--- config.mk ---
export PLATFORM = sky130hd
export DESIGN_NAME = pinwheel_ram_arbiter
export DESIGN_NICKNAME = d
export VERILOG_FILES = /design/src/rtl/pinwheel_bus_pkg.sv /design/src/rtl/pinwheel_ram_arbiter_rr_arb2.sv /design/src/rtl/pinwheel_ram_arbiter.sv
export SDC_FILE = /design/constraint.sdc
export NUM_CORES = 1
export LEC_CHECK = 0
export CORE_AREA = 4 4 112 114
export CTS_CLUSTER_SIZE = 40
export DETAILED_ROUTE_END_ITERATION = 7
export DIE_AREA = 0 0 116 118
export SETUP_SLACK_MARGIN = 0.02
export SLEW_MARGIN = 20
export SYNTH_ARGS = -nofsm -noshare
export SYNTH_HDL_FRONTEND = slang
export SYNTH_SLANG_ARGS = --single-unit
--- constraint.sdc ---
create_clock -name clock -period 2.5 [get_ports clock]
set_clock_uncertainty 0.15 [all_clocks]
set_input_delay 0.5 -clock clock [delete_from_list [all_inputs] [get_ports clock]]
set_output_delay 0.5 -clock clock [all_outputs]
set_load 0.05 [all_outputs]
--- src/rtl/pinwheel_bus_pkg.sv ---
// Shared bus constants and types for the pinwheel RAM arbiter.
// Region tags live in addr[31:28].
package pinwheel_bus_pkg;

  localparam logic [3:0] TAG_CODE  = 4'h0;
  localparam logic [3:0] TAG_DATA  = 4'h8;
  localparam logic [3:0] TAG_DEBUG = 4'hF;

  localparam int RAM_ADDR_BITS_DEF = 12;

  typedef logic master_id_t;

endpackage

--- src/rtl/pinwheel_ram_arbiter_rr_arb2.sv ---
// Two-way round-robin grant with a lock override.
// Purely combinational; state is held by the caller.
module rr_arb2
  import pinwheel_bus_pkg::*;
(
  input  logic [1:0] req,
  input  master_id_t last_grant,
  input  logic       lock_hold,
  input  master_id_t lock_owner,
  output logic       gnt_vld,
  output master_id_t gnt_id
);

  logic use_lock;

  assign use_lock = lock_hold && req[lock_owner];

  always_comb begin
    gnt_vld = 1'b0;
    gnt_id  = 1'b0;
    unique case (1'b1)
      use_lock: begin
        gnt_vld = 1'b1;
        gnt_id  = lock_owner;
      end
      (!use_lock && req == 2'b11): begin
        gnt_vld = 1'b1;
        gnt_id  = ~last_grant;
      end
      (!use_lock && req == 2'b01): begin
        gnt_vld = 1'b1;
        gnt_id  = 1'b0;
      end
      (!use_lock && req == 2'b10): begin
        gnt_vld = 1'b1;
        gnt_id  = 1'b1;
      end
      default: begin
        gnt_vld = 1'b0;
        gnt_id  = 1'b0;
      end
    endcase
  end

endmodule

--- src/rtl/pinwheel_ram_arbiter.sv ---
// Two-master arbiter for the data block_ram port.
// Define PINWHEEL_ARB_STATS_EN to add per-master stall counters.
module pinwheel_ram_arbiter
  import pinwheel_bus_pkg::*;
#(
  parameter int         RAM_ADDR_BITS = RAM_ADDR_BITS_DEF,
  parameter int         LOCK_MAX      = 4,
  parameter logic [3:0] RAM_TAG       = TAG_DATA
) (
  input  logic                     clock,
  input  logic                     reset_in,
  input  logic                     m0_req,
  input  logic                     m0_lock,
  input  logic [31:0]              m0_addr,
  input  logic [31:0]              m0_wdata,
  input  logic [3:0]               m0_wmask,
  input  logic                     m0_wren,
  output logic                     m0_ready,
  output logic                     m0_rvalid,
  output logic [31:0]              m0_rdata,
  input  logic                     m1_req,
  input  logic                     m1_lock,
  input  logic [31:0]              m1_addr,
  input  logic [31:0]              m1_wdata,
  input  logic [3:0]               m1_wmask,
  input  logic                     m1_wren,
  output logic                     m1_ready,
  output logic                     m1_rvalid,
  output logic [31:0]              m1_rdata,
  output logic [RAM_ADDR_BITS-1:0] ram_addr,
  output logic                     ram_cs,
  output logic [31:0]              ram_wdata,
  output logic [3:0]               ram_wmask,
  output logic                     ram_wren,
  input  logic [31:0]              ram_rdata,
  output logic                     bus_err
`ifdef PINWHEEL_ARB_STATS_EN
  ,
  output logic [15:0]              m0_stall_cnt,
  output logic [15:0]              m1_stall_cnt
`endif
);

  logic [1:0]  req;
  master_id_t  last_grant;
  master_id_t  lock_owner;
  master_id_t  rd_owner;
  logic        lock_owner_vld;
  logic [3:0]  lock_cnt;
  logic        lock_hold;
  logic        rd_pend;
  logic        rd_err;

  logic        arb_vld;
  master_id_t  gnt_id;
  logic        gnt;

  logic [31:0] g_addr;
  logic [31:0] g_wdata;
  logic [3:0]  g_wmask;
  logic        g_wren;
  logic        g_lock;
  logic        tag_hit;
  logic        lock_full;
  logic        unused_bits;

  assign req       = {m1_req, m0_req};
  assign lock_full = lock_cnt >= 4'(LOCK_MAX);
  assign lock_hold = lock_owner_vld && !lock_full;

  rr_arb2 u_arb (
    .req        (req),
    .last_grant (last_grant),
    .lock_hold  (lock_hold),
    .lock_owner (lock_owner),
    .gnt_vld    (arb_vld),
    .gnt_id     (gnt_id)
  );

  // Reset gates the grant so nothing is accepted while held.
  assign gnt     = arb_vld && reset_in;

  assign g_addr  = gnt_id ? m1_addr  : m0_addr;
  assign g_wdata = gnt_id ? m1_wdata : m0_wdata;
  assign g_wmask = gnt_id ? m1_wmask : m0_wmask;
  assign g_wren  = gnt_id ? m1_wren  : m0_wren;
  assign g_lock  = gnt_id ? m1_lock  : m0_lock;
  assign tag_hit = g_addr[31:28] == RAM_TAG;

  assign unused_bits = &{1'b0, g_addr};

  assign m0_ready  = gnt && !gnt_id;
  assign m1_ready  = gnt && gnt_id;

  assign ram_cs    = gnt && tag_hit;
  assign ram_wren  = ram_cs && g_wren;
  assign ram_addr  = gnt ? g_addr[RAM_ADDR_BITS+1:2] : '0;
  assign ram_wdata = gnt ? g_wdata : '0;
  assign ram_wmask = gnt ? g_wmask : '0;

  assign m0_rvalid = rd_pend && !rd_owner;
  assign m1_rvalid = rd_pend && rd_owner;
  assign m0_rdata  = (m0_rvalid && !rd_err) ? ram_rdata : '0;
  assign m1_rdata  = (m1_rvalid && !rd_err) ? ram_rdata : '0;

  always_ff @(posedge clock or negedge reset_in) begin
    if (!reset_in) begin
      last_grant     <= 1'b1;
      lock_owner     <= 1'b0;
      lock_owner_vld <= 1'b0;
      lock_cnt       <= '0;
      rd_pend        <= 1'b0;
      rd_owner       <= 1'b0;
      rd_err         <= 1'b0;
      bus_err        <= 1'b0;
    end else begin
      rd_pend  <= gnt && !g_wren;
      rd_owner <= gnt_id;
      rd_err   <= !tag_hit;
      if (gnt) begin
        last_grant <= gnt_id;
        if (!tag_hit) bus_err <= 1'b1;
        if (g_lock) begin
          if (lock_owner_vld && lock_owner == gnt_id) begin
            if (!lock_full) lock_cnt <= lock_cnt + 4'd1;
          end else begin
            lock_owner     <= gnt_id;
            lock_owner_vld <= 1'b1;
            lock_cnt       <= 4'd1;
          end
        end else begin
          lock_owner_vld <= 1'b0;
          lock_cnt       <= '0;
        end
      end else if (lock_owner_vld && !req[lock_owner]) begin
        lock_owner_vld <= 1'b0;
        lock_cnt       <= '0;
      end
    end
  end

`ifdef PINWHEEL_ARB_STATS_EN
  always_ff @(posedge clock or negedge reset_in) begin
    if (!reset_in) begin
      m0_stall_cnt <= '0;
      m1_stall_cnt <= '0;
    end else begin
      if (m0_req && !m0_ready && m0_stall_cnt != 16'hFFFF)
        m0_stall_cnt <= m0_stall_cnt + 16'd1;
      if (m1_req && !m1_ready && m1_stall_cnt != 16'hFFFF)
        m1_stall_cnt <= m1_stall_cnt + 16'd1;
    end
  end
`endif

endmodule
# --- Word level (Yosys, flattened, before mapping) ---
# Cells that the tools add are included.
op_classes:
  add_sub_neg: 1
  magnitude_cmp: 2
  eq_ne: 7
  muxes: 23
  bitwise: 3
  reduce_logical: 31
op_table:
  columns: ["op", "n"]
  rows:
  - ["$mux W32", 5]
  - ["$mux W4", 7]
  - ["$logic_and A1 B1 Y1", 17]
  - ["$mux W12", 1]
  - ["$mux W1", 9]
  - ["$logic_not A1 Y1", 8]
  - ["$reduce_and A2 Y1", 3]
  - ["$add A4 B1 Y4 const B", 1]
  - ["$eq A2 B2 Y1 const B", 2]
  - ["$eq A4 B4 Y1 const B", 1]
  - ["$ge A4 B3 Y1 const B", 1]
  - ["$ne A4 B4 Y1 const B", 1]
  - ["$reduce_or A4 Y1", 1]
  - ["$ne A3 B3 Y1 const B", 1]
  - ["$not A1 Y1", 3]
  - ["$pmux W1 S3", 1]
  - ["$reduce_and A3 Y1", 1]
  - ["$eq A2 B1 Y1 const B", 1]
  - ["$lt A1 B2 Y1 const B", 1]
  - ["$reduce_bool A2 Y1", 1]
  - ["$eq A1 B1 Y1", 1]
totals:
  reg_bits: 11
  in_bits: 176
  output_inout_bits: 119
  wordCells: 75

# --- Longest topological paths before layout ---
# Gate-level depths: netlist of the first run.
logic_depth:
  word_depth: 12
  mapped_depth: 8
  depth_no_buf: 6

# --- Hierarchy ---
# Synthesis of the first run repeated with hierarchy kept, for this count alone.
unflattened:
  hier_cells: 236
  hier_area_um2: 1742.9
by_module_without_submodules:
  columns: ["mod", "instances", "cells_each", "area_each_um2", "seq_area_each_um2"]
  rows:
  - ["pinwheel_ram_arbiter", 1, 232, 1715.4, 276.5]
  - ["rr_arb2", 1, 4, 27.5, 0.0]

# --- Worst setup path after synthesis of the first run ---
# Ideal clock, no wire load.
synth_timing:
  path_type: "register to output"
  start: "reg lock_owner"
  end: "out ram_wren"
  arrival_ps: 2684
  required_ps: 1850
  path_slack_ps: -834
  path_stages_with_launch: 8
  n_path_buf: 1
  path_cell_list: "dfrtp_1 > buf_2 > mux2i_1 > or2_1 > mux2i_4 > inv_2 > mux2i_2 > nor3_1"
synth_via:
  elab_chain_cells: 10
  elab_cells_between_ends: 16
  cone_classes: "eq/ne (1); mux (6); reduce/logical (9)"
synth_lines:
  columns: ["item", "line", "rtl"]
  rows:
  - ["start: declaration", "pinwheel_ram_arbiter.sv:46", "master_id_t lock_owner;"]
  - ["start signal: assignment", "pinwheel_ram_arbiter.sv:127", "lock_owner <= gnt_id;"]
  - ["$mux W1 (implied by the code) (2 in a row)", "pinwheel_ram_arbiter_rr_arb2.sv:16", "assign use_lock = lock_hold && req[lock_owner];"]
  - ["$logic_and A1 B1 Y1", "pinwheel_ram_arbiter_rr_arb2.sv:16", null]
  - ["$logic_not A1 Y1", "pinwheel_ram_arbiter_rr_arb2.sv:26, pinwheel_ram_arbiter_rr_arb2.sv:30, pinwheel_ram_arbiter_rr_arb2.sv:34", null]
  - ["$logic_and A1 B1 Y1 (on tied branches)", "pinwheel_ram_arbiter_rr_arb2.sv:34, pinwheel_ram_arbiter_rr_arb2.sv:26, pinwheel_ram_arbiter_rr_arb2.sv:30", null]
  - ["$pmux W1 S3 / $reduce_or A4 Y1 (equally long branches)", null, null]
  - ["$mux W32 / $mux W1 (equally long branches)", "pinwheel_ram_arbiter.sv:83, pinwheel_ram_arbiter_rr_arb2.sv:21", null]
  - ["$eq A4 B4 Y1 / $logic_and A1 B1 Y1 (equally long branches)", "pinwheel_ram_arbiter.sv:88, pinwheel_ram_arbiter.sv:81", null]
  - ["$logic_and A1 B1 Y1", "pinwheel_ram_arbiter.sv:95", "assign ram_cs = gnt && tag_hit;"]
  - ["$logic_and A1 B1 Y1 *", "pinwheel_ram_arbiter.sv:96", "assign ram_wren = ram_cs && g_wren;"]
  - ["end: declaration", "pinwheel_ram_arbiter.sv:34", "output logic ram_wren,"]
# Mark *: on every way between the ends. The rest lies on a longest branch, timed or not. The select of a mux whose other input is x is not followed.

# --- Worst setup path in the final report of the first run ---
layout_timing:
  start: "reg lock_cnt[2]"
  end: "out ram_wdata[20]"
layout_via:
  elab_chain_cells: 10
  elab_cells_between_ends: 14
  cone_classes: "order compare (1); mux (4); reduce/logical (9)"
layout_lines:
  columns: ["item", "line", "rtl"]
  rows:
  - ["start: declaration", "pinwheel_ram_arbiter.sv:49", "logic [3:0] lock_cnt;"]
  - ["start signal: assignment", "pinwheel_ram_arbiter.sv:125", "if (!lock_full) lock_cnt <= lock_cnt + 4'd1;"]
  - ["$ge A4 B3 Y1 *", "pinwheel_ram_arbiter.sv:68", "assign lock_full = lock_cnt >= 4'(LOCK_MAX);"]
  - ["$logic_not A1 Y1 *", null, null]
  - ["$logic_and A1 B1 Y1 *", "pinwheel_ram_arbiter.sv:69", "assign lock_hold = lock_owner_vld && !lock_full;"]
  - ["$logic_and A1 B1 Y1 *", "pinwheel_ram_arbiter_rr_arb2.sv:16", null]
  - ["$logic_not A1 Y1", "pinwheel_ram_arbiter_rr_arb2.sv:26, pinwheel_ram_arbiter_rr_arb2.sv:30, pinwheel_ram_arbiter_rr_arb2.sv:34", null]
  - ["$logic_and A1 B1 Y1 (on tied branches)", "pinwheel_ram_arbiter_rr_arb2.sv:34, pinwheel_ram_arbiter_rr_arb2.sv:26, pinwheel_ram_arbiter_rr_arb2.sv:30", null]
  - ["$reduce_or A4 Y1 (no line)", null, null]
  - ["$mux W1", "pinwheel_ram_arbiter_rr_arb2.sv:21", "unique case (1'b1)"]
  - ["$logic_and A1 B1 Y1", "pinwheel_ram_arbiter.sv:81", "assign gnt = arb_vld && reset_in;"]
  - ["$mux W32 *", "pinwheel_ram_arbiter.sv:98", "assign ram_wdata = gnt ? g_wdata : '0;"]
  - ["end: declaration", "pinwheel_ram_arbiter.sv:32", "output logic [31:0] ram_wdata,"]
# Mark *: on every way between the ends. The rest lies on a longest branch, timed or not.

==> results.md, run 1 <==
* Sink Count at 11
* Final Net Count at 760
* Clk_lat worst skew at 240 ps
* Startpoint Class: register
* Number of diodes at 0
* Leading cell type in the layout, fill and taps excluded: clkdlybuf4s50_1
* Clock Path Buffers at 2
* Outcome: complete, but fails checks
* Crit Path Max Fanout at 11
* Final core utilization at 0.606
* Final wirelength at 11800 µm
* Drt first pass iters at 4
* Vias per std cell at 4.38
* H-tree levels at 1
* Power Density at approximately 420 mW/mm²
* Max Cap Viol at 0
* R2r setup slk at 170 ps
* CTS Buf Count at 3
* 1st-iter DRT viols at 82
* Slew HR at 0.605
* Largest net degree at the start of global routing at 33
* GRT overflow at 0
* Layout cells sized above 1 at 0.443
* Synth Net Count at about 470
* Site row count at 39
* R2r startpoint: lock_cnt[2]$_DFFE_PN0P_
* Number of global-route vias before repair at 3254
* Violated checks: setup timing
* CTS Hold Bufs at 0
* Yosys reg bits at 11
* Tightest Pin Transition at 584 ps
* Starting Density at 0.153
* HPWL Detailed at 10100 µm
* Tcrit/Tclk final at 1.19
* Die X at 116 µm
* Fin crit period at ~3000 ps
* Syn_area_per_cell at 5.93 µm²
* Port Buffer Count at 262
* Ys Warns at 0
* FF-to-FF End: bus_err$_DFFE_PN0P_
* CTS clk-pin slew, worst paths at 50 ps
* Reg2Reg Depth at 8
* Design area at 0.00692 mm²
* Root Buffer Master: clkbuf_16
* Placed instance area at ~0.0066 mm²
* Drt wl/cell at 16.2 µm
* Peak supply drop at 0.000285 V
* Boundary Pins at slightly below 300
* GPL Wtd Cong at between 0.8 and 0.9
* Antenna viol nets, final at 0
* Crit Path Category: register to primary output
* First-pass GRT wire length at 16900 µm
* Synth top area share at 0.240
* Pins over their slew limit at 0
* Top achievable clock speed at 337 MHz
* Top post-synthesis cells by area: and2_1 24%, nand2_1 21%, a21oi_1 14%
* Final setup vio count at 52
* CORE AREA at roughly 0.011 mm²
* Worst Hold Class: register to register
* Fin worst setup slack at -463 ps
* Die area at between 0.01 and 0.015 mm²
* Final Hold Fails at 0
* Die Ht at 118 µm
* Critical Path AT at roughly 2300 ps
* Distinct cells, synth at 36
* Mapped Cells at 295
* Initial antenna violation count at 0
* Leak Pwr at 2.71 nW
* RSZ-0062 raised after global routing: yes
* WP data required at about 1900 ps
* Area Growth Syn to Fin at 296%
* CTS tree: built
* Commonest cells after routing, fill and taps aside: 142 x clkdlybuf4s50_1, 127 x buf_12, 70 x nand2_1
* CP Capture Type: primary output
* Area leader, netlist: and2_1
* Seq/Total Area, Yosys at 0.158
* Vias at 3177
* Crit. Startpoint: lock_cnt[2]$_DFFE_PN0P_
* Crit path to: ram_wdata[20]
* All-Layer GR Usage at 0.154
* Post-synthesis cell area at 0.00175 mm²
* DRC at 0
[cells by family after synthesis]
family | synth area share
compound gates | 0.222
xor+xnor | 0.00501
fa+ha+maj | 0.00715
buf+inv | 0.0615
flops | 0.158
mux | 0.0322
simple gates | 0.514
[cell usage after synthesis (all sizes together)]
master / instances
and3b: 1
a21bo: 1
nor4b: 2
o211a: 1
a21boi: 2
ha: 1
xnor2: 1
a21oi: 50
nand2b: 1
a32o: 1
o22a: 1
nor3: 2
a21o: 2
dfrtp: 10
clkbuf: 11
inv: 3
a211o: 1
nand2: 100
o21ai: 3
a31oi: 1
nor2b: 1
and2: 67
buf: 11
o211ai: 2
or2: 1
or3b: 1
dfstp: 1
mux2i: 4
a31o: 1
nor2: 7
nor3b: 2
o21a: 2
[state kept, by name, summed over array words and instances (netlist names)]
signal	count
lock_owner_vld	1
rd_owner	1
rd_pend	1
last_grant	1
rd_err	1
lock_owner	1
bus_err	1
lock_cnt	4
[per-layer routing]
metal  wire [µm]  part of all wire  vias to the layer above  GRT usage
li1            -                 -                     1533          -
met1        3830              0.33                     1448      0.148
met2        6330              0.54                      184      0.305
met3        1420              0.12                       12     0.0550
met4         180             0.015                        0     0.0334
met5           0                 0                        -          0
[timing repair]
action,4_1_cts,5_1_grt
pin swaps,13,8
hold endpoints to repair,0,0
gates cloned,1,1
gates resized for setup,32,25
buffers inserted,5,1
setup endpoints to repair,52,52
[worst min path at each step]
stage | startpoint | to | slack (ps) | cells after the start
final | bus_err$_DFFE_PN0P_ | bus_err$_DFFE_PN0P_ | 320 | 1
after CTS | bus_err$_DFFE_PN0P_ | bus_err$_DFFE_PN0P_ | 320 | 1
after detailed placement | bus_err$_DFFE_PN0P_ | bus_err$_DFFE_PN0P_ | 310 | 1
after floorplan | reset_in | bus_err$_DFFE_PN0P_ | 50 | 0
after global routing | bus_err$_DFFE_PN0P_ | bus_err$_DFFE_PN0P_ | 340 | 1
after global placement | bus_err$_DFFE_PN0P_ | bus_err$_DFFE_PN0P_ | 300 | 1
[cell type report]
cell class                 count  area [µm²]
clock buffer                   4        78.8
timing repair buffer         305        4300
tap                          143         179
inverter                       3        18.8
multi-input combinational    259        2070
sequential                    11         277
fill                         931        4500
[worst max-delay path, stage by stage (launching register included)]
cell       delay (ps)
dfrtp_1           370
or3b_4            400
or2_4             280
mux2i_4           200
buf_6             140
inv_8              90
clkbuf_16         180
nand2_1            90
a21oi_4           150
buf_12            150
[report_power, final]
group	switching, W	internal [W]	total (W)
Combinational	0.00122	0.00117	0.00239
Sequential	0.0000235	0.000213	0.000237
Clock	0.0000818	0.000214	0.000296
Total	0.00132	0.00160	0.00292
[stage by stage]
stage | total power (W) | std cells | TNS (ps) | hold slack, ps | setup WS [ps]
CTS | 0.00287 | 724 | -23660 | 319 | -493
global route | 0.00306 | 725 | -26390 | 337 | -546
detailed placement | 0.00241 | 715 | -26930 | 307 | -585
finish | 0.00292 | 725 | -22220 | 320 | -463
floorplan | 0.00138 | 295 | -6430 | 54.4 | -156
global placement | 0.00238 | 715 | -24970 | 300 | -548
No activity file was read; power rests on OpenSTA's default activity.
==> inputs of run 2 (changes only) <==
--- a/config.mk
+++ b/config.mk
@@ -5,10 +5,11 @@
 export SDC_FILE = /design/constraint.sdc
 export NUM_CORES = 1
 export LEC_CHECK = 0
-export CORE_AREA = 4 4 112 114
+export CORE_AREA = 10 10 106 108
 export CTS_CLUSTER_SIZE = 40
 export DETAILED_ROUTE_END_ITERATION = 7
 export DIE_AREA = 0 0 116 118
+export PLACE_DENSITY = 0.74
 export SETUP_SLACK_MARGIN = 0.02
 export SLEW_MARGIN = 20
 export SYNTH_ARGS = -nofsm -noshare
==> run 2 against run 1 <==
Compared with the run above:
- the run still ends with setup timing left
- non-clock buffer count grew 1
- maximum frequency shrank 0.88%
- worst hold slack gained 11 ps
- critical path depth grew 1
- power shrank 4.8%
- worst setup slack lost 26 ps
- combinational power is essentially flat
- clock power shrank 38%
- cell count shrank 4.3%
- utilization grew 12 points
- sequential cell count is the same
- critical path type unchanged
==> results.md, run 2 (synthesis results as in run 1) <==
* Outcome: complete, but fails checks
* Violated checks: setup timing
* Clk_lat worst skew at 240 ps (about the same)
* Fill cells at 651 (-30%)
* Leak Pwr at 2.67 nW (-1.5%)
* CTS Hold Bufs at 0 (unchanged)
* Reg2Reg Depth at 12 (+4)
* Clock Path Buffers at 2 (unchanged)
* Crit Path Max Fanout at 8 (-3)
* NetSw at 0.00135 W (+1.9%)
* Non-Filler Instances at 694 (-4.3%)
* DRC at 0 (unchanged)
* RSZ-0062 raised after global routing: yes
* CP Capture Type: primary output
* Hold depth at 1 (unchanged)
* Reg power frac at 0.086 (+0.005)
* Area Growth Syn to Fin at 276%
* Boundary Pins at 295 (unchanged)
* 1st-iter DRT viols at 90 (+9.8%)
* Power Density at 423 mW/mm² (about the same)
* Root Buffer Master: clkbuf_8
* GPL Wtd Cong at 0.799 (-2.7%)
* Die area at 0.0137 mm² (unchanged)
* Starting Density at 0.192 (+0.0388)
* H-tree levels at 1 (unchanged)
* Number of diodes at 0 (unchanged)
* Largest register by flop count: lock_cnt
* Startpoint Class: register
* Site row count at 35 (-10%)
* Final Net Count at 761 (+0.13%)
* Vias at 3216 (+1.2%)
* Largest net degree at the start of global routing at 33 (unchanged)
* Die X at 116 µm (unchanged)
* HPWL Detailed at 11400 µm (+13%)
* Internal power at 0.00143 W (-10%)
* GRT overflow at 0 (unchanged)
* R2r setup slk at 90 ps (-80 ps)
* Layout cells sized above 1 at 0.453 (+0.00953)
* CTS Buf Count at 3 (unchanged)
* Tcrit/Tclk final at 1.20 (+0.0105)
* Total power at 0.00278 W (-4.8%)
* Clk pwr share at 0.066 (-0.035)
* CORE AREA at 0.00911 mm² (-20%)
* Dpl cells at 676 (-5.5%)
* R2r startpoint: lock_cnt[2]$_DFFE_PN0P_
* Fin worst setup slack at -489 ps (-26.2 ps)
* FF-to-FF End: last_grant$_DFFE_PN1P_
* Leading cell type in the layout, fill and taps excluded: clkdlybuf4s50_1
* Top achievable clock speed at 335 MHz (-0.88%)
* Crit Path Category: register to primary output
* Critical Path AT at 2340 ps (+30 ps)
* FF/Latch Area at 277 µm² (unchanged)
* Crit path to: m0_ready
* Setup TNS at -22480 ps (-258 ps)
* Antenna viol nets, final at 0 (unchanged)
* Slew HR at 0.607 (+0.00212)
* Switching Fraction at 0.485 (+0.0321)
* Drt wl/cell at 20.1 µm (+24%)
* CTS tree: built
* Area of the multi-input gates at 0.00214 mm² (+3.6%)
* CTS clk-pin slew, worst paths at 50 ps (about the same)
* Crit. Startpoint: lock_cnt[2]$_DFFE_PN0P_
* Final Hold Fails at 0 (unchanged)
* Vias per std cell at 4.63 (+5.7%)
* Largest register FFs at 4 (unchanged)
* Combinational fraction of design power at 0.848 (+0.030)
* Die Ht at 118 µm (unchanged)
* Worst Hold Class: register to register
* Drt first pass iters at 5 (+1)
* Fin crit period at 2990 ps (+26.2 ps)
* Number of global-route vias before repair at 3606 (+11%)
* Port Buffer Count at 262 (unchanged)
* Tightest Pin Transition at 589 ps (+5.06 ps)
* Sink Count at 11 (unchanged)
* Pins over their slew limit at 0 (unchanged)
* Worst hold margin at 331 ps (+11.3 ps)
* Initial antenna violation count at 1 (+1)
* WP data required at 1850 ps (about the same)
* Hold_sp: bus_err$_DFFE_PN0P_
* All-Layer GR Usage at 0.190 (+0.0358)
* Commonest cells after routing, fill and taps aside: 143 x clkdlybuf4s50_1, 74 x buf_12, 67 x and2_1
* Peak supply drop at 0.000354 V (+24%)
* Final wirelength at 13900 µm (+18%)
* Max Cap Viol at 0 (unchanged)
* First-pass GRT wire length at 20800 µm (+23%)
* Final setup vio count at 52 (unchanged)
[run 2: changes by cell type in the layout (fill, tap and decap cells not counted), sizes merged]
cell	before	now
buf	160	159
clkbuf	5	6
clkdlybuf4s50	142	143
clkinv	0	1
inv	3	2
[run 2: worst max-delay path, stage by stage, from the launching register on]
cell and delay [ps]:
dfrtp_1 370, or3b_4 400, or2_4 260, mux2i_4 180, buf_6 150, clkinv_8 70, buf_12 130, buf_16 150
buf_6 120, nor2_4 100, buf_12 140
[run 2: layer usage]
metal / global-route usage / wire [µm]
met1: 0.170 / 4310
met2: 0.356 / 7350
met3: 0.0989 / 2000
met4: 0.0516 / 249
met5: 0 / 13
[run 2: how the worst min path moves through the flow]
stage                     endpoint  slack (ps)
2_1_floorplan  bus_err$_DFFE_PN0P_          50
3_3_place_gp   bus_err$_DFFE_PN0P_         300
3_5_place_dp   bus_err$_DFFE_PN0P_         320
4_1_cts        bus_err$_DFFE_PN0P_         340
5_1_grt        bus_err$_DFFE_PN0P_         350
6_report       bus_err$_DFFE_PN0P_         330
[run 2: what timing repair did]
action,in CTS,in global routing
cloned,3,2
endpoints found under the setup margin,53,52
pin swaps,3,18
setup buffers,6,3
resized for setup,102,37
[run 2: final cells by class]
type,instances,share of cell area
Sequential cell,11,0.0420
Clock buffer,4,0.00684
Tap cell,111,0.0211
Multi-Input combinational cell,259,0.325
Timing Repair Buffer,306,0.601
Inverter,3,0.00361
[run 2: power by group through the flow]
stage | clock (W) | sequential [W] | combinational [W]
final | 0.000185 | 0.000238 | 0.00236
after global routing | 0.000194 | 0.000243 | 0.00248
after CTS | 0.000186 | 0.000238 | 0.00220
after detailed placement | 0 | 0.000241 | 0.00184
after global placement | 0 | 0.000238 | 0.00181
after floorplan | 0 | 0.000230 | 0.00115
[run 2: metrics by stage]
step	instance area, µm²	setup slack, ps	util
final	6580	-489	0.723
after CTS	6360	-505	0.699
after global routing	6580	-554	0.723
after detailed placement	5830	-599	0.640
after floorplan	2330	-156	-
after global placement	5830	-555	0.640
==> inputs of run 3 (changes only) <==
--- a/config.mk
+++ b/config.mk
@@ -6,6 +6,7 @@
 export NUM_CORES = 1
 export LEC_CHECK = 0
 export CORE_AREA = 10 10 106 108
+export CTS_CLUSTER_DIAMETER = 60
 export CTS_CLUSTER_SIZE = 40
 export DETAILED_ROUTE_END_ITERATION = 7
 export DIE_AREA = 0 0 116 118
==> results of run 3 <==
The final DEF is identical to that of run 2; final timing and power are the same.
